File: src/rtl/ysyx_25030081_pkg.sv
// Shared types and constants for the instruction fetch unit.
// Latency: none (declarations only).
// Backpressure: n/a.
package ysyx_25030081_pkg;

    // One-hot state encoding, so every handshake output is a single state bit.
    typedef enum logic [3:0] {
        IDLE = 4'b0001,
        REQ  = 4'b0010,
        WAIT = 4'b0100,
        HOLD = 4'b1000
    } ifu_state_t;

    localparam logic [31:0] RESET_VEC_DEFAULT = 32'h8000_0000;

    // addi x0, x0, 0. Decode can use it as a bubble.
    localparam logic [31:0] NOP = 32'h0000_0013;

endpackage

File: src/rtl/ysyx_25030081_pc_reg.sv
// Architectural PC register with write enable and async reset to RESET_VEC.
// Latency: d appears on q one clock after a cycle with we=1.
// Backpressure: none; q holds its value whenever we is low.
module ysyx_25030081_pc_reg
    import ysyx_25030081_pkg::*;
#(
    parameter int                    DATA_WIDTH = 32,
    parameter logic [DATA_WIDTH-1:0] RESET_VEC  = RESET_VEC_DEFAULT
) (
    input  logic                  clk,
    input  logic                  rst,
    input  logic                  we,
    input  logic [DATA_WIDTH-1:0] d,
    output logic [DATA_WIDTH-1:0] q
);

    // Load on write enable; reset forces the boot vector.
    always_ff @(posedge clk or posedge rst) begin
        if (rst) begin
            q <= RESET_VEC;
        end else if (we) begin
            q <= d;
        end
    end

endmodule

File: src/rtl/ysyx_25030081_ifu.sv
// Instruction fetch: issues one imem read per PC and hands the word plus PC to decode.
// Latency: at least 3 cycles per instruction (request, response, hold).
// Backpressure: the request is held until imem_req_ready; the instruction is held until inst_ready.
// Build option YSYX_25030081_IFU_MISALIGN_CHK_EN: a misaligned next_pc skips the fetch and
// delivers a faulted instruction with inst_misalign set. Without it, the two low bits of
// next_pc are cleared.
module ysyx_25030081_ifu
    import ysyx_25030081_pkg::*;
#(
    parameter int                    DATA_WIDTH = 32,
    parameter logic [DATA_WIDTH-1:0] RESET_VEC  = RESET_VEC_DEFAULT
) (
    input  logic                  clk,
    input  logic                  rst,
    output logic                  imem_req_valid,
    input  logic                  imem_req_ready,
    output logic [DATA_WIDTH-1:0] imem_req_addr,
    input  logic                  imem_resp_valid,
    output logic                  imem_resp_ready,
    input  logic [DATA_WIDTH-1:0] imem_resp_data,
    input  logic                  imem_resp_err,
    output logic                  inst_valid,
    input  logic                  inst_ready,
    output logic [DATA_WIDTH-1:0] inst,
    output logic                  inst_fault,
`ifdef YSYX_25030081_IFU_MISALIGN_CHK_EN
    output logic                  inst_misalign,
`endif
    output logic [DATA_WIDTH-1:0] pc,
    input  logic [DATA_WIDTH-1:0] next_pc
);

    ifu_state_t            state_q;
    ifu_state_t            state_d;
    logic                  pc_we;
    logic                  inst_we;
    logic [DATA_WIDTH-1:0] pc_d;
`ifdef YSYX_25030081_IFU_MISALIGN_CHK_EN
    logic                  misalign_take;
    logic                  misalign_q;
`endif

    // State register.
    always_ff @(posedge clk or posedge rst) begin
        if (rst) begin
            state_q <= IDLE;
        end else begin
            state_q <= state_d;
        end
    end

    // Next-state logic and the load strobes for pc and inst.
    always_comb begin
        state_d = state_q;
        pc_we   = 1'b0;
        inst_we = 1'b0;
`ifdef YSYX_25030081_IFU_MISALIGN_CHK_EN
        misalign_take = 1'b0;
`endif
        case (state_q)
            IDLE: state_d = REQ;
            REQ: begin
                if (imem_req_ready) begin
                    state_d = WAIT;
                end
            end
            WAIT: begin
                if (imem_resp_valid) begin
                    inst_we = 1'b1;
                    state_d = HOLD;
                end
            end
            HOLD: begin
                if (inst_ready) begin
                    pc_we = 1'b1;
`ifdef YSYX_25030081_IFU_MISALIGN_CHK_EN
                    // A misaligned target never reaches memory. The fault is
                    // presented straight away as a new instruction.
                    if (next_pc[1:0] != 2'b00) begin
                        misalign_take = 1'b1;
                        state_d       = HOLD;
                    end else begin
                        state_d = REQ;
                    end
`else
                    state_d = REQ;
`endif
                end
            end
            default: state_d = IDLE;
        endcase
    end

`ifdef YSYX_25030081_IFU_MISALIGN_CHK_EN
    assign pc_d = next_pc;
`else
    // Instructions are word aligned. The two low bits are dropped, not trapped.
    assign pc_d = next_pc & ~{{(DATA_WIDTH-2){1'b0}}, 2'b11};
`endif

    // Each handshake output is one state bit, so it cannot glitch.
    assign imem_req_valid  = (state_q == REQ);
    assign imem_resp_ready = (state_q == WAIT);
    assign inst_valid      = (state_q == HOLD);
    assign imem_req_addr   = pc;

    // Capture the fetched word and its fault flag. They stay stable through HOLD.
    always_ff @(posedge clk or posedge rst) begin
        if (rst) begin
            inst       <= '0;
            inst_fault <= 1'b0;
        end else if (inst_we) begin
            inst       <= imem_resp_data;
            inst_fault <= imem_resp_err;
`ifdef YSYX_25030081_IFU_MISALIGN_CHK_EN
        end else if (misalign_take) begin
            inst       <= '0;
            inst_fault <= 1'b1;
`endif
        end
    end

`ifdef YSYX_25030081_IFU_MISALIGN_CHK_EN
    // The misalign flag is updated on every decode handshake. It is set only
    // when the accepted target was misaligned.
    always_ff @(posedge clk or posedge rst) begin
        if (rst) begin
            misalign_q <= 1'b0;
        end else if (pc_we) begin
            misalign_q <= misalign_take;
        end
    end

    assign inst_misalign = misalign_q;
`endif

    ysyx_25030081_pc_reg #(
        .DATA_WIDTH(DATA_WIDTH),
        .RESET_VEC (RESET_VEC)
    ) u_pc_reg (
        .clk(clk),
        .rst(rst),
        .we (pc_we),
        .d  (pc_d),
        .q  (pc)
    );

endmodule

File: config.mk
export PLATFORM = sky130hd
export DESIGN_NAME = ysyx_25030081_ifu
export DESIGN_NICKNAME = d
export VERILOG_FILES = /design/src/rtl/ysyx_25030081_pkg.sv /design/src/rtl/ysyx_25030081_pc_reg.sv /design/src/rtl/ysyx_25030081_ifu.sv
export SDC_FILE = /design/constraint.sdc
export NUM_CORES = 1
export LEC_CHECK = 0
export BUFFER_PORTS_ARGS = -buffer_cell sky130_fd_sc_hd__clkbuf_2
export CAP_MARGIN = 40
export CORE_MARGIN = 5
export CORE_UTILIZATION = 48
export CTS_CLUSTER_SIZE = 12
export DETAILED_ROUTE_END_ITERATION = 8
export HOLD_SLACK_MARGIN = 0.02
export MAX_ROUTING_LAYER = met4
export PLACE_DENSITY = 0.83
export SETUP_SLACK_MARGIN = 0.4
export SLEW_MARGIN = 20
export SYNTH_ARGS = -nofsm -noshare
export SYNTH_HDL_FRONTEND = slang
export SYNTH_SLANG_ARGS = --single-unit
File: constraint.sdc
create_clock -name clk -period 3 [get_ports clk]
set_clock_uncertainty 0.15 [all_clocks]
set_input_delay 0.15 -clock clk [delete_from_list [all_inputs] [get_ports clk]]
set_output_delay 0.15 -clock clk [all_outputs]
set_load 0.1 [all_outputs]
==> results of run 1 <==
registers in the layout, indices dropped and copies added (netlist names):
signal	flops
inst	32
inst_fault	1
state_q	4
u_pc_reg.q	30
final timing paths:
path                                       from  slack [ps]  cells after the start        endpoint
worst max-delay path                 state_q[1]         710                      4        inst[19]
worst min-delay path            imem_resp_valid          30                      3      state_q[3]
worst max register to register       state_q[1]         710                      4        inst[19]
worst min register to register         inst[31]         360                      1        inst[31]
max in group asynchronous                   rst        1910                      5  u_pc_reg.q[31]
min in group asynchronous                   rst         220                      4  u_pc_reg.q[21]
worst max-delay path, delay by kind of cell (launching register included):
| kind | cells | cell delay (ps) |
|---|---|---|
| buffers and inverters | 1 | 360 |
| flip-flops | 1 | 530 |
| multiplexers | 1 | 310 |
| AND/OR/NAND/NOR | 2 | 810 |
logic make-up (layout without fill, tap and decap cells):
| family | after synthesis | in the layout | share of synthesized area [%] |
|---|---|---|---|
| mux | 63 | 63 | 29.62 |
| other cells | 1 | 4 | 0.1188 |
| buf+inv | 47 | 252 | 11.62 |
| flops | 67 | 67 | 53.21 |
| compound gates | 7 | 7 | 1.507 |
| simple gates | 14 | 14 | 3.926 |
cell usage in the layout (no fill, tap or decap), types with 2 or more instances in the layout:
cell	n
dfrtp_1	65
nor4b_4	2
inv_1	2
dlygate4sd3_1	65
clkinvlp_4	2
dfstp_2	2
bufinv_16	2
buf_4	4
conb_1	4
mux2_4	60
nor3_1	2
nor2b_1	2
mux2_2	3
nand2_2	2
clkbuf_8	11
a31oi_1	2
clkbuf_2	163
cell type report:
| cell class | instances | area [sq um] | share of cell area (%) |
|---|---|---|---|
| clock buffer | 11 | 151.4 | 3.240 |
| clock inverter | 5 | 83.83 | 1.794 |
| inverter | 3 | 11.26 | 0.2410 |
| multi-input combinational | 88 | 1127 | 24.12 |
| sequential | 67 | 1679 | 35.93 |
| tap | 77 | 96.34 | 2.062 |
| timing repair buffer | 233 | 1524 | 32.61 |
repair_timing:
item / 4_1_cts / 5_1_grt
resized for setup: 0 / 0
hold buffers: 65 / 0
endpoints found under the setup margin: 0 / 0
hold endpoints to repair: 129 / 0
setup buffers: 0 / 0
through the flow:
step	worst slack, ps	area (sq um)	cells
global placement	759.9	3760	402
floorplan	314.4	3173	202
global route	555.9	4673	484
finish	705.1	4673	484
detailed placement	711.2	3760	402
CTS	664.0	4646	483
routing by layer:
metal / global-route usage (%) / wire (microns) / vias to the layer above
met5: - / 0 / -
met4: 8.680 / 219 / 0
met3: 4.959 / 442 / 19
met2: 35.76 / 4489 / 91
met1: 20.15 / 2766 / 1107
li1: - / - / 1055
==> flow_summary.yaml, run 1 <==
yosys:
  yosysWarnings: 0
  ys_ff_latch: 67
  netlist_area_sq_um: 3156
  synthDistinctLibCells: 24
  yosysMostFrequentCell: "dfrtp_1"
  synth-edff-count: 0
  async_flop_share_pct: 100.0
  syn_inst: 199
  synth_area_leaders: "dfrtp_1 (52%), mux2_4 (29%), buf_4 (8.1%), buf_6 (2.9%), dfstp_2 (1.7%)"
  yosysTopAreaCell: "dfrtp_1"
  yosysTopAreaCellShare_pct: 51.55
  yosys_most_used_dff: "dfrtp_1"
  avgSynthCellArea_sq_um: 15.86
  ys_seq_area_share_pct: 53.21
  synthTopCellsByCount: "dfrtp_1 (65), mux2_4 (60), buf_4 (34)"
outcome:
  status: "finished clean"
grt:
  antenna_found_initial: 0
  grt-ovfl-total: 0
  first_global_vias: 2518
  grt_usage_pct: 19.83
  grt_first_pass_wirelength_microns: 12740
  grt_max_degree: 68
hold_path:
  hp-class: "input pin to register"
timing:
  setup_viol: 0
  slew_headroom_pct: 53.30
  tns_ps: 0
  tightest_slew_ps: 698.1
  timing.final.max_slew_violations: 0
  hold_violations: 0
  fmax_mhz: 435.7
  rsz0062_at_grt: "no"
  hold_ws_ps: 33.76
  period_minus_slack_ps: 2295
  min_period_over_period_pct: 76.50
cts:
  clk_latency_ps: 330
  clock_sinks: 67
  cts_tree: "done"
  numCtsBuffers: 9
  clk_pin_slew_ps: 70
  clockRootBuffer: "clkbuf_8"
  cts.path.max_buffers: 2
  h-tree-depth: 3
die:
  initial_core_util_pct: 49.41
  fp-row-count: 29
  die_h_microns: 91.08
  die-area_sq_um: 8296
  io_pins: 170
  core_sq_um: 6386
  die_w_microns: 91.08
detailed_routing:
  drt_first_pass_iters: 3
  first_iter_violations: 39
  vias: 2272
  drc: 0
  viasPerCell: 4.694
  wire_per_inst_microns: 16.36
  drtAntennaViolNets: 0
  drt-total-wl_microns: 7918
job:
  maxCapViolations: 0
critical_path:
  required_ps: 3070
  cp-end-kind: "register"
  crit_slowest_cell: "dfrtp_1"
  crit_fanout: 22
  worstSetupPathType: "register to register"
  crit_path_start_kind: "register"
  cpPeakStageDelay_ps: 530
  worstPathCellList: "nor4b_4, nand2_2, buf_4, mux2_4"
  critPathArrivalTime_ps: 2360
cells_and_area:
  nFillCells: 434
  final_util_pct: 73.18
  num_antenna_cells: 0
  drive_above_1_share_pct: 62.90
  syn_to_final_growth_pct: 48.10
  nets: 472
placed_design:
  hpwl_microns: 4967
  gp_congestion: 0.7336
  portBuffers: 163
Power of run 1 is not shown: default switching activity piles up to over one toggle a cycle in this logic, so the estimate is an artifact.
==> run 2: changes to the inputs <==
Settings changed: CORE_UTILIZATION 48 to 45, PLACE_DENSITY 0.83 to 0.78.
Clock period 3 ns to 2.4 ns, I/O delays scaled along.
==> flow_summary.yaml, run 2 (synthesis gave the netlist of run 1 again) <==
cells_and_area:
  syn_to_final_growth_pct: 49.92
  final_cell_mix: "clkbuf_2 (160), dlygate4sd3_1 (68), dfrtp_1 (63)"
  nets: 473
  final_util_pct: 69.63
  final_common_cell: "clkbuf_2"
  num_antenna_cells: 0
  stdcell_count: 504
  drive_above_1_share_pct: 62.75
  largest_registers: "inst (32), u_pc_reg.q (30), state_q (4)"
  nFillCells: 489
  largest_reg_flops: 32
  largest_register: "inst"
grt:
  grt_usage_pct: 18.78
  grt-ovfl-total: 0
  grt_first_pass_wirelength_microns: 12260
  antenna_found_initial: 0
  first_global_vias: 2454
  grt_max_degree: 36
critical_path:
  required_ps: 2470
  crit_slowest_cell: "dfrtp_1"
  cpPeakStageDelay_ps: 560
  crit_fanout: 29
  critPathArrivalTime_ps: 1970
  worstSetupPathType: "register to register"
  cp-end-kind: "register"
  crit_path_start_kind: "register"
  worstPathCellList: "nor4b_4, nand2_2, buf_12, mux2_4"
timing:
  rsz0062_at_grt: "no"
  min_period_over_period_pct: 79.34
  timing.final.max_slew_violations: 0
  period_minus_slack_ps: 1904
  fmax_mhz: 525.2
  slew_headroom_pct: 51.33
  setup_ws_ps: 495.8
  tightest_slew_ps: 729.0
  hold_violations: 0
  setup_viol: 0
placed_design:
  dp_slack_ps: 476.5
  dp_cells: 420
  hpwl_microns: 5130
  portBuffers: 163
  gp_congestion: 0.7786
cts:
  clk_latency_ps: 330
  cts_tree: "done"
  clockRootBuffer: "clkbuf_8"
  clk_pin_slew_ps: 80
  clock_sinks: 67
  post_cts_buffers: 0
  h-tree-depth: 3
  cts.path.max_buffers: 2
  numCtsBuffers: 9
die:
  core_sq_um: 6794
  die-area_sq_um: 8787
  io_pins: 170
  initial_core_util_pct: 46.45
  die_w_microns: 93.74
  die_h_microns: 93.74
  fp-row-count: 30
detailed_routing:
  wire_per_inst_microns: 15.80
  first_iter_violations: 31
  drt_first_pass_iters: 5
  drtAntennaViolNets: 0
  vias: 2302
  drc: 0
  viasPerCell: 4.567
  drt-total-wl_microns: 7964
hold_path:
  hp-class: "input pin to asynchronous set/reset pin"
job:
  maxCapViolations: 0
outcome:
  status: "finished clean"
[run 2: final timing paths]
path	start	end	slack, ps	cells after the start
worst max-delay path	state_q[2]	inst[25]	500	4
worst min-delay path	rst	inst[17]	300	3
worst max register to register	state_q[2]	inst[25]	500	4
worst min register to register	inst[31]	inst[31]	360	1
max in group asynchronous	rst	state_q[0]	1100	4
min in group clk	inst[31]	inst[31]	360	1
[run 2: critical path: cells and delay by family (launching register included)]
family | cells | cell delay [ps]
flip-flops | 1 | 560
multiplexers | 1 | 320
AND/OR/NAND/NOR | 2 | 510
buffers and inverters | 1 | 230
[run 2: final cells by class]
type	instances	area [sq um]	area share (%)
flip-flops and latches	67	1682	35.55
repair buffers	234	1564	33.06
multi-input cells	88	1127	23.83
clock buffers	10	137.6	2.909
well taps	96	120.1	2.539
clock inverters	6	88.84	1.878
inverters	3	11.26	0.2380
[run 2: through the flow]
| stage | area [sq um] | hold WS, ps | TNS (ps) |
|---|---|---|---|
| global route | 4731 | 374.0 | 0 |
| floorplan | 3173 | 117.7 | -16310 |
| finish | 4731 | 298.5 | 0 |
| CTS | 4726 | 307.7 | 0 |
| global placement | 3814 | 124.7 | 0 |
| detailed placement | 3814 | 119.9 | 0 |
[run 2: metal layers]
metal,share of wire [%],vias to the layer above,GRT usage (%)
li1,-,1057,-
met1,36,1137,19.57
met2,56,91,33.65
met3,5.4,17,4.247
met4,2.4,0,8.544
met5,0,-,-
[run 2: repair_timing]
action / 4_1_cts / 5_1_grt
hold buffers: 68 / 0
endpoints found under the setup margin: 2 / 17
gates resized for setup: 2 / 4
hold endpoints to repair: 99 / 0
Power of run 2 is left out for the same reason.
==> run 3: changes to the inputs <==
Clock period 2.4 ns to 2 ns, I/O delays scaled along.
==> flow_summary.yaml, run 3 (synthesis gave the netlist of run 1 again) <==
detailed_routing:
  wire_per_inst_microns: 15.49
  drc: 0
  drtAntennaViolNets: 0
  viasPerCell: 4.482
  first_iter_violations: 36
  drt_first_pass_iters: 4
  drt-total-wl_microns: 7978
  vias: 2308
job:
  maxCapViolations: 0
timing:
  setup_ws_ps: 285.7
  min_period_over_period_pct: 85.71
  timing.final.max_slew_violations: 0
  rsz0062_at_grt: "yes"
  hold_violations: 0
  period_minus_slack_ps: 1714
  tightest_slew_ps: 561.8
  fmax_mhz: 583.3
  slew_headroom_pct: 62.71
  hold_ws_ps: 174.3
  setup_viol: 0
placed_design:
  dp_slack_ps: 257.4
  gp_congestion: 0.7981
  portBuffers: 163
  hpwl_microns: 5162
cts:
  clock_sinks: 67
  clockRootBuffer: "clkbuf_8"
  numCtsBuffers: 9
  cts_tree: "done"
  cts.path.max_buffers: 2
  clk_latency_ps: 320
  clk_pin_slew_ps: 80
  h-tree-depth: 3
grt:
  grt-ovfl-total: 0
  grt_usage_pct: 18.57
  grt_first_pass_wirelength_microns: 12230
  grt_max_degree: 32
  first_global_vias: 2521
  antenna_found_initial: 0
critical_path:
  cp-end-kind: "register"
  worst_r2r_endpoint: "inst[9]"
  crit_path_start_kind: "register"
  critPathArrivalTime_ps: 1770
  r2r-start: "state_q[1]"
  rrSetupSlack_ps: 290
  crit_fanout: 29
  required_ps: 2050
  worstSetupPathType: "register to register"
  reg2reg_depth: 4
die:
  io_pins: 170
  core_sq_um: 6794
  fp-row-count: 30
  die-area_sq_um: 8787
  die_w_microns: 93.74
  initial_core_util_pct: 46.45
  die_h_microns: 93.74
hold_path:
  hp-class: "input pin to asynchronous set/reset pin"
cells_and_area:
  largest_register: "inst"
  final_common_cell: "clkbuf_2"
  drive_above_1_share_pct: 63.31
  final_util_pct: 71.05
  syn_to_final_growth_pct: 52.97
  largest_reg_flops: 32
  nets: 482
  final_cell_mix: "clkbuf_2 (158), dlygate4sd3_1 (67), dfrtp_1 (64)"
  largest_registers: "inst (32), u_pc_reg.q (30), state_q (4)"
  nFillCells: 477
outcome:
  status: "finished clean"
run 3: changes by cell type in the layout (fill, tap and decap cells not counted), moves of 2 or more:
cell and change:
buf_6 +3, diode_2 +2, buf_2 +2, clkbuf_4 -3, buf_4 +7, clkinv_4 +2
clkbuf_2 -2
run 3: through the flow:
step / std cells / setup TNS (ps) / instance area (sq um)
floorplan: 202 / -41470 / 3183
global placement: 425 / 0 / 3857
global route: 513 / 0 / 4822
CTS: 510 / 0 / 4763
finish: 515 / 0 / 4827
detailed placement: 425 / 0 / 3857
run 3: area by class of cell:
class                   count  area, sq um  area share [%]
clock inverters             6        66.31           1.374
clock buffers              10        127.6           2.644
inverters                   3        15.01          0.3110
repair buffers            243         1677           34.73
flip-flops and latches     67         1680           34.81
multi-input cells          88         1136           23.54
well taps                  96        120.1           2.488
diodes                      2        5.005          0.1037
run 3: layer usage:
| layer | global-route usage [%] | vias up | routed length [microns] |
|---|---|---|---|
| li1 | - | 1075 | - |
| met1 | 19.70 | 1125 | 2966 |
| met2 | 33.71 | 97 | 4401 |
| met3 | 3.846 | 11 | 490 |
| met4 | 7.220 | 0 | 120 |
| met5 | - | - | 0 |
run 3: worst max path at each step:
stage	start	endpoint	slack, ps	cells past startpoint
6_report	state_q[1]	inst[9]	290	4
5_1_grt	state_q[0]	u_pc_reg.q[10]	240	4
4_1_cts	state_q[1]	inst[9]	290	4
3_5_place_dp	state_q[0]	inst[31]	260	4
3_3_place_gp	state_q[0]	inst[30]	300	4
2_1_floorplan	state_q[0]	inst[0]	-670	5
run 3: timing repair:
item	in CTS	in global routing
setup buffers	2	2
hold endpoints to repair	131	0
resized for setup	7	6
hold buffers	67	0
pin swaps	0	1
endpoints found under the setup margin	66	68
cloned	0	1
run 3: critical path, stage by stage, from the launching register on:
cell     delay [ps]
dfrtp_2         460
nor4b_4         330
nand2_2         130
buf_12          200
mux2_4          320
Power of run 3 is left out for the same reason.
